**src/rtl/demux_pkg.sv**
```systemverilog
// Shared types and constants for the 1-to-4 registered stream dispatcher.
// Optional statistics logic in the top is guarded by DISPATCH_STATS_EN.
package demux_pkg;

  typedef enum logic {
    IDLE = 1'b0,
    HOLD = 1'b1
  } state_t;

  localparam int NUM_LANES = 4;
  localparam int SEL_W     = 2;
  localparam int STAT_W    = 8;

  localparam logic MODE_EXPLICIT = 1'b0;
  localparam logic MODE_RR       = 1'b1;

  // One-hot lane mask for a lane index.
  function automatic logic [NUM_LANES-1:0] lane_onehot(input logic [SEL_W-1:0] i_sel);
    logic [NUM_LANES-1:0] v;
    v        = '0;
    v[i_sel] = 1'b1;
    return v;
  endfunction

endpackage : demux_pkg

```
**src/rtl/demux_dispatch_1to4_rr_pointer.sv**
```systemverilog
// Modulo-4 round-robin lane pointer with enable and synchronous clear.
module rr_pointer
  import demux_pkg::*;
(
  input  logic             clk,
  input  logic             i_clr,
  input  logic             i_en,
  output logic [SEL_W-1:0] o_ptr
);

  logic [SEL_W-1:0] r_ptr;

  // NOTE: clocked state uses non-blocking assignments so every flop samples
  // pre-edge values, regardless of block ordering in simulation.
  always_ff @(posedge clk) begin
    if (i_clr) begin
      r_ptr <= '0;
    end else if (i_en) begin
      r_ptr <= r_ptr + 1'b1;  // natural 2-bit wrap gives 3 -> 0
    end
  end

  assign o_ptr = r_ptr;

endmodule : rr_pointer

```
**src/rtl/demux_dispatch_1to4.sv**
```systemverilog
// One-entry registered dispatcher feeding a 1-to-4 demux (explicit or round-robin lane).
// Define DISPATCH_STATS_EN to add per-lane transfer counters (stat_cnt) and a stall flag.
module demux_dispatch_1to4
  import demux_pkg::*;
#(
  parameter int DATA_W = 1
) (
  input  logic                        clk,
  input  logic                        rst,
  input  logic                        in_valid,
  output logic                        in_ready,
  input  logic [DATA_W-1:0]           in_data,
  input  logic [SEL_W-1:0]            in_dest,
  input  logic                        mode,
  output logic [NUM_LANES-1:0]        out_valid,
  input  logic [NUM_LANES-1:0]        out_ready,
  output logic [NUM_LANES*DATA_W-1:0] out_data,
  output logic [SEL_W-1:0]            sel,
  output logic [DATA_W-1:0]           dout,
  output logic                        busy
`ifdef DISPATCH_STATS_EN
  ,
  output logic [NUM_LANES*STAT_W-1:0] stat_cnt,
  output logic                        stall
`endif
);

  state_t                      r_state;
  logic [SEL_W-1:0]            r_sel;
  logic [DATA_W-1:0]           r_dout;
  logic [NUM_LANES-1:0]        r_out_valid;
  logic [NUM_LANES*DATA_W-1:0] r_out_data;

  logic                        w_in_ready;
  logic                        w_accept;
  logic                        w_xfer;
  logic                        w_rr_en;
  logic [SEL_W-1:0]            w_rr_ptr;
  logic [SEL_W-1:0]            w_next_sel;
  logic [NUM_LANES*DATA_W-1:0] w_fan_data;

  // Ready depends only on state and the selected lane's ready, never on in_valid.
  assign w_in_ready = (r_state == IDLE) | out_ready[r_sel];
  assign w_accept   = in_valid & w_in_ready;
  assign w_xfer     = (r_state == HOLD) & out_ready[r_sel];
  assign w_rr_en    = w_accept & (mode == MODE_RR);
  assign w_next_sel = (mode == MODE_RR) ? w_rr_ptr : in_dest;

  rr_pointer u_rr_pointer (
    .clk   (clk),
    .i_clr (rst),
    .i_en  (w_rr_en),
    .o_ptr (w_rr_ptr)
  );

  // NOTE: every combinational output gets a default first so no latch is inferred.
  always_comb begin
    w_fan_data                                = '0;
    w_fan_data[w_next_sel*DATA_W +: DATA_W]   = in_data;
  end

  always_ff @(posedge clk) begin
    if (rst) begin
      r_state     <= IDLE;
      r_sel       <= '0;
      r_dout      <= '0;
      r_out_valid <= '0;
      r_out_data  <= '0;
    end else begin
      if (w_accept) begin
        // Accept in IDLE, or replace-on-transfer in HOLD: load the new word.
        r_state     <= HOLD;
        r_sel       <= w_next_sel;
        r_dout      <= in_data;
        r_out_valid <= lane_onehot(w_next_sel);
        r_out_data  <= w_fan_data;
      end else if (w_xfer) begin
        // Drained with nothing behind it; sel and dout keep their last values.
        r_state     <= IDLE;
        r_out_valid <= '0;
        r_out_data  <= '0;
      end
    end
  end

  assign in_ready  = w_in_ready;
  assign out_valid = r_out_valid;
  assign out_data  = r_out_data;
  assign sel       = r_sel;
  assign dout      = r_dout;
  assign busy      = (r_state == HOLD);

`ifdef DISPATCH_STATS_EN
  logic [NUM_LANES-1:0][STAT_W-1:0] r_stat;

  always_ff @(posedge clk) begin
    if (rst) begin
      r_stat <= '0;
    end else if (w_xfer && (r_stat[r_sel] != {STAT_W{1'b1}})) begin
      r_stat[r_sel] <= r_stat[r_sel] + 1'b1;  // saturates at all-ones
    end
  end

  assign stat_cnt = r_stat;
  assign stall    = (r_state == HOLD) & ~out_ready[r_sel];
`endif

endmodule : demux_dispatch_1to4

```
**config.mk**
```make
export PLATFORM = sky130hd
export DESIGN_NAME = demux_dispatch_1to4
export DESIGN_NICKNAME = d
export VERILOG_FILES = /design/src/rtl/demux_pkg.sv /design/src/rtl/demux_dispatch_1to4_rr_pointer.sv /design/src/rtl/demux_dispatch_1to4.sv
export SDC_FILE = /design/constraint.sdc
export NUM_CORES = 1
export LEC_CHECK = 0
export CORE_MARGIN = 1.5
export CORE_UTILIZATION = 40
export DETAILED_ROUTE_END_ITERATION = 10
export GPL_TIMING_DRIVEN = 0
export PLACE_DENSITY = 0.74
export SYNTH_ARGS = -nofsm -noshare
export SYNTH_HDL_FRONTEND = slang
export SYNTH_SLANG_ARGS = --single-unit
```
**constraint.sdc**
```tcl
create_clock -name clk -period 2.75 [get_ports clk]
set_input_delay 0.55 -clock clk [delete_from_list [all_inputs] [get_ports clk]]
set_output_delay 0.55 -clock clk [all_outputs]
set_load 0.02 [all_outputs]
```
==> flow_metrics.env, run 1 <==
export IMPL_status="completed"
export IMPL_avgSynthCellArea_um2=11.2
export IMPL_cap_viol_max_count=0
export IMPL_starting_utilization_of_the_core_area=0.446
export IMPL_netlist_area_um2=703
export IMPL_vias=588
export IMPL_detail_route_wirelength_um=1350
export IMPL_fin_nets=107
export IMPL_worst_path_max_fanout=6
export IMPL_syn_num_nets=79
export IMPL_die_width_um=44.9
export IMPL_slew_violations=0
export IMPL_syn_instance_count=63
export IMPL_finClkSkew_ns=0.00257
export IMPL_total_of_flip_flops_plus_latches_after_synthesis=14
export IMPL_aggregate_global_route_resource_usage=0.148
export IMPL_final_util=0.617
export IMPL_hold_path_cell_count=2
export IMPL_cts_tree="yes"
export IMPL_type_of_the_setup_path_with_the_least_slack="input pin to output pin"
export IMPL_tightestPinTransition_ns=0.509
export IMPL_place_gp_congestion=0.677
export IMPL_grt_setup_unrepaired="no"
export IMPL_insertedDiodeCount=0
export IMPL_final_cell_mix="clkdlybuf4s50_1 (21), dfxtp_1 (14), a32o_1 (6), ha_1 (5)"
export IMPL_grt_pass1_vias=494
export IMPL_reg2reg_to="out_valid[0]$_SDFFE_PP0P_"
export IMPL_final_period_minus_worst_setup_slack_ns=2.71
export IMPL_drt_iter0_drc=6
export IMPL_post_route_drc_count=0
export IMPL_cts_path_max_buffers=2
export IMPL_antenna_found_initial=0
export IMPL_yosysWarnings=0
export IMPL_io_buffers=22
export IMPL_max_clock_freq_ghz=0.370
export IMPL_area_after_detailed_placement_um2=943
export IMPL_routed_wire_length_per_instance_um=12.9
export IMPL_grt_max_degree=11
export IMPL_cts_sinks=14
export IMPL_cts_buffers=3
export IMPL_power_total_mw=0.441
export IMPL_grt_first_pass_wirelength_um=2170
export IMPL_path_clk_slew_ns=0.07
export IMPL_finalInstanceArea_um2=972
export IMPL_layout_cells_most_common="clkdlybuf4s50_1"
export IMPL_peakVddDrop_mv=0.344
export IMPL_post_route_cells_drive_above_1_share=0.135
export IMPL_ctsRootBufferMaster="clkbuf_4"
export IMPL_hold_violations=0
export IMPL_final_min_period_over_clock_period=0.984
export IMPL_clk_latency_ns=0.28
export IMPL_r2r_worst_path_cells=4
export IMPL_ant_nets=0
export IMPL_drtPass1Iterations=2
export IMPL_pwr_density_cell_mw_per_mm2=454
export IMPL_cp_end_kind="output pin"
export IMPL_worstHoldEndpoint="dout$_SDFFE_PP0P_"
export IMPL_report_final_setup_viol=0
export IMPL_area_delta_synth_final_pct=38.3
export IMPL_post_dp_hpwl_um=1050
export IMPL_floorplan_die_area_mm2=0.00202
export IMPL_seq_area_frac_synth=0.399
export IMPL_min_path_type="flip-flop to flip-flop"
export IMPL_netlist_cell_type_count=25
export IMPL_worst_setup_path_start_kind="input pin"
export IMPL_worst_ep_arrival_time_ns=2.16
export IMPL_reg2reg_slack_ns=1.04
export IMPL_cts_htree_levels=1
export IMPL_ios=24
export IMPL_slew_headroom=0.651
export IMPL_worstHoldStart="dout$_SDFFE_PP0P_"
export IMPL_cp_data_required_time_ns=2.20
export IMPL_post_detailed_route_via_to_cell_ratio=5.60
export IMPL_die_h_um=44.9
export IMPL_regToRegStartpoint="sel[0]$_SDFFE_PP0P_"
export IMPL_total_leakage_power_nw=0.402
export IMPL_core_rowCount=14
export IMPL_global_route_total_overflow=0
export IMPL_core_area_mm2=0.00158
## per-stage QoR
step                      setup slack, ns  instances  hold slack, ns  setup TNS, ns
final                              0.0447        105           0.458              0
after global routing              0.00113        105           0.485              0
after CTS                          0.0271        104           0.461              0
after detailed placement           -0.191        101           0.450         -0.191
after global placement             -0.175        101           0.444         -0.175
after floorplan                     0.750         63           0.533              0
## how the worst max path moves through the flow
| stage | start | endpoint | depth (start not counted) |
|---|---|---|---|
| 2_1_floorplan | out_ready[3] | in_ready | 2 |
| 6_report | out_ready[3] | in_ready | 4 |
| 4_1_cts | out_ready[3] | in_ready | 4 |
| 5_1_grt | out_ready[0] | in_ready | 4 |
| 3_5_place_dp | out_ready[3] | in_ready | 4 |
| 3_3_place_gp | out_ready[3] | in_ready | 4 |
## area by class of cell
type	instances	area [um2]
plain buffers	2	15.0
flip-flops and latches	14	280
well taps	16	20.0
repair buffers	23	226
fillers	142	604
clock buffers	3	22.5
inverters	5	18.8
multi-input cells	42	389
## sequential cells by signal, indices dropped and copies added (netlist names)
name	flops
dout	1
u_rr_pointer.o_ptr	2
sel	2
busy	1
out_valid	4
out_data	4
## kinds of logic after synthesis
logic type	share of synthesized area
mux	0.107
flops	0.399
buf+inv	0.0480
compound gates	0.233
simple gates	0.125
fa+ha+maj	0.0890
## Yosys cell counts, drive strengths merged
| library cell | count | share of area |
|---|---|---|
| o211ai | 3 | 0.032 |
| nor2b | 4 | 0.036 |
| a21oi | 1 | 0.0071 |
| and4b | 1 | 0.014 |
| or2 | 1 | 0.0089 |
| clkbuf | 1 | 0.0053 |
| nand2 | 2 | 0.011 |
| buf | 1 | 0.016 |
| a211oi | 1 | 0.028 |
| nand3b | 1 | 0.011 |
| mux2 | 2 | 0.032 |
| o211a | 2 | 0.028 |
| o2111ai | 1 | 0.012 |
| nor4b | 2 | 0.025 |
| mux2i | 3 | 0.043 |
| inv | 4 | 0.021 |
| dfxtp | 14 | 0.40 |
| and3 | 1 | 0.0089 |
| o21a | 1 | 0.011 |
| mux4 | 1 | 0.032 |
| clkinv | 1 | 0.0053 |
| ha | 5 | 0.089 |
| nor2 | 2 | 0.011 |
| a32o | 6 | 0.085 |
| a22o | 2 | 0.028 |
## what timing repair did
item	4_1_cts	5_1_grt
setup buffers	0	1
resized for setup	1	0
endpoints found under the setup margin	1	1
hold buffers	0	0
pin swaps	0	0
## layer usage
| metal | track usage | part of all wire | vias up | wire length, um |
|---|---|---|---|---|
| met5 | 0 | 0 | - | 0 |
| met4 | 0.0529 | 0.017 | 0 | 23 |
| met3 | 0.0520 | 0.054 | 4 | 73 |
| met2 | 0.220 | 0.45 | 16 | 612 |
| met1 | 0.199 | 0.48 | 273 | 645 |
| li1 | - | - | 295 | - |
## worst max-delay path, stage by stage
cell	delay, ns
clkdlybuf4s50_1	0.40
mux4_2	0.56
or2_2	0.32
dlygate4sd2_1	0.33
## power by group
part	switching (mW)	internal (mW)
registers	0.00722	0.213
clock network	0.0607	0.0508
logic	0.0545	0.0553
Note: power is estimated with default switching activity, not from simulation.
==> run 2: changes to the inputs <==
--- a/config.mk
+++ b/config.mk
@@ -5,8 +5,10 @@
 export SDC_FILE = /design/constraint.sdc
 export NUM_CORES = 1
 export LEC_CHECK = 0
+export CAP_MARGIN = 40
 export CORE_MARGIN = 1.5
 export CORE_UTILIZATION = 40
+export CTS_BUF_LIST = sky130_fd_sc_hd__clkbuf_8
 export DETAILED_ROUTE_END_ITERATION = 10
 export GPL_TIMING_DRIVEN = 0
 export PLACE_DENSITY = 0.74
==> run 2 against run 1 <==
Compared with the run above:
- fmax is 0.22% lower
- via count decreased by 0.51%
- design area increased by 1.9%
- largest cell class unchanged
==> flow_metrics.env, run 2 (same netlist as run 1, synthesis figures left out) <==
export IMPL_status="completed"
export IMPL_tightestPinTransition_ns=0.557
export IMPL_worst_setup_path_start_kind="input pin"
export IMPL_ios=24
export IMPL_die_width_um=44.9
export IMPL_cts_tree="yes"
export IMPL_timing_critical_path_slowest_stage_cell="mux4_2"
export IMPL_final_instance_count_excl_fill=105
export IMPL_area_after_detailed_placement_um2=943
export IMPL_drtPass1Iterations=3
export IMPL_ant_nets=0
export IMPL_post_detailed_route_via_to_cell_ratio=5.57
export IMPL_final_min_period_over_clock_period=0.986
export IMPL_area_delta_synth_final_pct=40.9
export IMPL_placed_cells=101
export IMPL_hold_violations=0
export IMPL_cts_htree_levels=1
export IMPL_power_total_mw=0.491
export IMPL_grt_setup_unrepaired="no"
export IMPL_place_gp_congestion=0.677
export IMPL_cp_data_required_time_ns=2.20
export IMPL_peakVddDrop_mv=0.425
export IMPL_core_rowCount=14
export IMPL_routed_wire_length_per_instance_um=13.5
export IMPL_final_period_minus_worst_setup_slack_ns=2.71
export IMPL_path_clk_slew_ns=0.05
export IMPL_cp_end_kind="output pin"
export IMPL_cap_viol_max_count=0
export IMPL_max_clock_freq_ghz=0.369
export IMPL_crit_path_cell_trace="clkdlybuf4s50_1 > mux4_2 > or2_2 > dlygate4sd2_1"
export IMPL_clk_latency_ns=0.24
export IMPL_smallest_setup_slack_after_layout_ns=0.0387
export IMPL_pwr_density_cell_mw_per_mm2=495
export IMPL_cts_buffers=3
export IMPL_hold_slack_ns=0.454
export IMPL_worst_path_max_fanout=6
export IMPL_io_buffers=22
export IMPL_critPathTopFamily="buffers and inverters"
export IMPL_fin_nets=107
export IMPL_vias=585
export IMPL_slew_headroom=0.618
export IMPL_post_route_cells_drive_above_1_share=0.135
export IMPL_post_route_drc_count=0
export IMPL_aggregate_global_route_resource_usage=0.151
export IMPL_post_dp_hpwl_um=1050
export IMPL_final_util=0.629
export IMPL_die_h_um=44.9
export IMPL_cts_path_max_buffers=2
export IMPL_worst_path_largest_cell_delay_ns=0.57
export IMPL_starting_utilization_of_the_core_area=0.446
export IMPL_min_path_type="flip-flop to flip-flop"
export IMPL_layout_cells_most_common="clkdlybuf4s50_1"
export IMPL_grt_first_pass_wirelength_um=2240
export IMPL_ctsRootBufferMaster="clkbuf_8"
export IMPL_placement_setup_worst_slack_ns=-0.191
export IMPL_finalInstanceArea_um2=991
export IMPL_type_of_the_setup_path_with_the_least_slack="input pin to output pin"
export IMPL_postCtsHoldBufs=0
export IMPL_drt_iter0_drc=13
export IMPL_detail_route_wirelength_um=1410
export IMPL_global_route_total_overflow=0
export IMPL_report_final_setup_viol=0
export IMPL_floorplan_die_area_mm2=0.00202
export IMPL_grt_pass1_vias=508
export IMPL_finClkSkew_ns=0.00176
export IMPL_insertedDiodeCount=0
export IMPL_timing_setup_tns_ns=0
export IMPL_final_cell_mix="clkdlybuf4s50_1 (21), dfxtp_1 (14), a32o_1 (6), ha_1 (5)"
export IMPL_total_leakage_power_nw=0.410
export IMPL_core_area_mm2=0.00158
export IMPL_cts_sinks=14
export IMPL_slew_violations=0
export IMPL_antenna_found_initial=0
export IMPL_worst_ep_arrival_time_ns=2.16
export IMPL_grt_max_degree=11
export IMPL_cp_num_buf_inv=2
[run 2: final timing paths]
check | from | end | slack, ns | cells after the start
min reg2reg | dout$_SDFFE_PP0P_ | dout$_SDFFE_PP0P_ | 0.45 | 2
max | out_ready[3] | in_ready | 0.04 | 4
min | dout$_SDFFE_PP0P_ | dout$_SDFFE_PP0P_ | 0.45 | 2
max reg2reg | u_rr_pointer.o_ptr[0]$_SDFFE_PP0P_ | out_data[3]$_SDFFE_PP0P_ | 1.00 | 5
[run 2: worst min-delay path, delay by kind of cell, from the launching register on]
kind | cells | cell delay (ns)
multiplexers | 1 | 0.05
flip-flops | 1 | 0.30
AND/OR/NAND/NOR | 1 | 0.05
[run 2: timing repair]
item,4_1_cts,5_1_grt
gates resized for setup,1,0
endpoints found under the setup margin,1,1
buffers inserted,0,1
[run 2: cell type report]
type                       count  area (um2)
fill                         140         586
multi-input combinational     42         389
sequential                    14         280
timing repair buffer          23         226
clock buffer                   3        41.3
tap                           16        20.0
inverter                       5        18.8
buffer                         2        15.0
[run 2: routing by layer]
layer	up-vias	part of all wire	GRT usage
li1	296	-	-
met1	270	0.48	0.199
met2	17	0.45	0.237
met3	2	0.054	0.0520
met4	0	0.013	0.0353
met5	-	0	0
[run 2: report_power, final]
part | switching, mW | internal [mW]
logic | 0.0555 | 0.0554
registers | 0.00735 | 0.213
clock network | 0.0629 | 0.0964
==> run 3: changes to the inputs <==
--- a/config.mk
+++ b/config.mk
@@ -12,6 +12,7 @@
 export DETAILED_ROUTE_END_ITERATION = 10
 export GPL_TIMING_DRIVEN = 0
 export PLACE_DENSITY = 0.74
+export SETUP_SLACK_MARGIN = 0.02
 export SYNTH_ARGS = -nofsm -noshare
 export SYNTH_HDL_FRONTEND = slang
 export SYNTH_SLANG_ARGS = --single-unit
==> run 3 against run 2 <==
Compared with the run above:
- first-iteration DRC count stayed put
- utilization rose by 0.079 points
- largest cell class unchanged
- highest routed layer unchanged
- routed wire length is 0.28% lower
==> flow_metrics.env, run 3 (same netlist as run 1, synthesis figures left out) <==
export IMPL_worst_path_largest_cell_delay_ns=0.57
export IMPL_vias=588
export IMPL_smallest_setup_slack_after_layout_ns=0.0701
export IMPL_multiInputGateArea_um2=389
export IMPL_slew_headroom=0.618
export IMPL_aggregate_global_route_resource_usage=0.151
export IMPL_place_gp_congestion=0.677
export IMPL_post_route_cells_drive_above_1_share=0.135
export IMPL_min_path_type="flip-flop to flip-flop"
export IMPL_cts_sinks=14
export IMPL_finClkSkew_ns=0.00176
export IMPL_path_clk_slew_ns=0.05
export IMPL_final_cell_mix="clkdlybuf4s50_1 (21), dfxtp_1 (14), a32o_1 (6), ha_1 (5)"
export IMPL_worst_setup_path_start_kind="input pin"
export IMPL_timing_setup_tns_ns=0
export IMPL_core_area_mm2=0.00158
export IMPL_post_dp_hpwl_um=1050
export IMPL_starting_utilization_of_the_core_area=0.446
export IMPL_global_route_total_overflow=0
export IMPL_layout_area_seq_um2=280
export IMPL_insertedDiodeCount=0
export IMPL_cp_end_kind="output pin"
export IMPL_peakVddDrop_mv=0.425
export IMPL_post_detailed_route_via_to_cell_ratio=5.60
export IMPL_io_buffers=22
export IMPL_type_of_the_setup_path_with_the_least_slack="input pin to output pin"
export IMPL_drt_iter0_drc=13
export IMPL_cts_path_max_buffers=2
export IMPL_worst_path_max_fanout=6
export IMPL_routed_wire_length_per_instance_um=13.4
export IMPL_clk_latency_ns=0.24
export IMPL_max_clock_freq_ghz=0.373
export IMPL_power_total_mw=0.491
export IMPL_n_fill_cell=139
export IMPL_slew_violations=0
export IMPL_total_leakage_power_nw=0.411
export IMPL_cap_viol_max_count=0
export IMPL_cts_tree="yes"
export IMPL_floorplan_die_area_mm2=0.00202
export IMPL_area_delta_synth_final_pct=41.1
export IMPL_die_h_um=44.9
export IMPL_grt_setup_unrepaired="no"
export IMPL_ios=24
export IMPL_worst_ep_arrival_time_ns=2.13
export IMPL_ant_nets=0
export IMPL_timing_critical_path_slowest_stage_cell="mux4_2"
export IMPL_fin_nets=107
export IMPL_crit_path_cell_trace="clkdlybuf4s50_1 > mux4_2 > or2_2 > clkdlybuf4s15_1"
export IMPL_cp_data_required_time_ns=2.20
export IMPL_cts_htree_levels=1
export IMPL_grt_pass1_vias=508
export IMPL_cts_buffers=3
export IMPL_die_width_um=44.9
export IMPL_core_rowCount=14
export IMPL_grt_first_pass_wirelength_um=2240
export IMPL_post_route_drc_count=0
export IMPL_detail_route_wirelength_um=1410
export IMPL_tightestPinTransition_ns=0.557
export IMPL_hold_violations=0
export IMPL_status="completed"
export IMPL_final_period_minus_worst_setup_slack_ns=2.68
export IMPL_pwr_density_cell_mw_per_mm2=495
export IMPL_report_final_setup_viol=0
export IMPL_ctsRootBufferMaster="clkbuf_8"
export IMPL_antenna_found_initial=0
export IMPL_placement_setup_worst_slack_ns=-0.191
export IMPL_grt_max_degree=11
export IMPL_drtPass1Iterations=3
export IMPL_layout_cells_most_common="clkdlybuf4s50_1"
export IMPL_final_min_period_over_clock_period=0.975
[run 3: cell count changes in the layout (fill, tap and decap cells not counted)]
cell / change
clkdlybuf4s15_1: +1
dlygate4sd2_1: -1
[run 3: worst max-delay path, delay by kind of cell]
family,cells,cell delay (ns)
buf+inv,2,0.69
mux,1,0.57
simple gates,1,0.32
[run 3: timing repair]
action | 4_1_cts | 5_1_grt
buffers inserted | 0 | 1
setup endpoints to repair | 1 | 1
resized for setup | 1 | 1
hold buffers | 0 | 0
[run 3: worst paths after layout]
check                                     startpoint                  endpoint  slack, ns  depth (start not counted)
hold / removal                     dout$_SDFFE_PP0P_         dout$_SDFFE_PP0P_       0.45                          2
setup / recovery                        out_ready[3]                  in_ready       0.07                          4
setup reg to reg  u_rr_pointer.o_ptr[0]$_SDFFE_PP0P_  out_data[3]$_SDFFE_PP0P_       1.00                          5
hold reg to reg                    dout$_SDFFE_PP0P_         dout$_SDFFE_PP0P_       0.45                          2
[run 3: report_power, final]
| part | leakage (nW) | switching [mW] | internal, mW |
|---|---|---|---|
| combinational | 0.276 | 0.0554 | 0.0556 |
| sequential | 0.114 | 0.00735 | 0.213 |
| clock | 0.0216 | 0.0629 | 0.0964 |
| total | 0.411 | 0.126 | 0.365 |
[run 3: through the flow]
step,instances,hold slack (ns),util,cell area (um2)
after floorplan,63,0.533,-,703
after global placement,101,0.444,0.598,943
after detailed placement,101,0.450,0.598,943
after CTS,104,0.457,0.624,983
after global routing,105,0.479,0.629,992
final,105,0.454,0.629,992
[run 3: per-layer routing]
| layer | vias up | track usage | part of all wire |
|---|---|---|---|
| met2 | 17 | 0.237 | 0.46 |
| li1 | 297 | - | - |
| met3 | 2 | 0.0520 | 0.055 |
| met1 | 272 | 0.199 | 0.47 |
| met5 | - | 0 | 0 |
| met4 | 0 | 0.0353 | 0.013 |
[run 3: area by class of cell]
type | instances | share of cell area
buffer | 2 | 0.0151
multi-input combinational | 42 | 0.392
clock buffer | 3 | 0.0416
tap | 16 | 0.0202
sequential | 14 | 0.282
inverter | 5 | 0.0189
timing repair buffer | 23 | 0.230
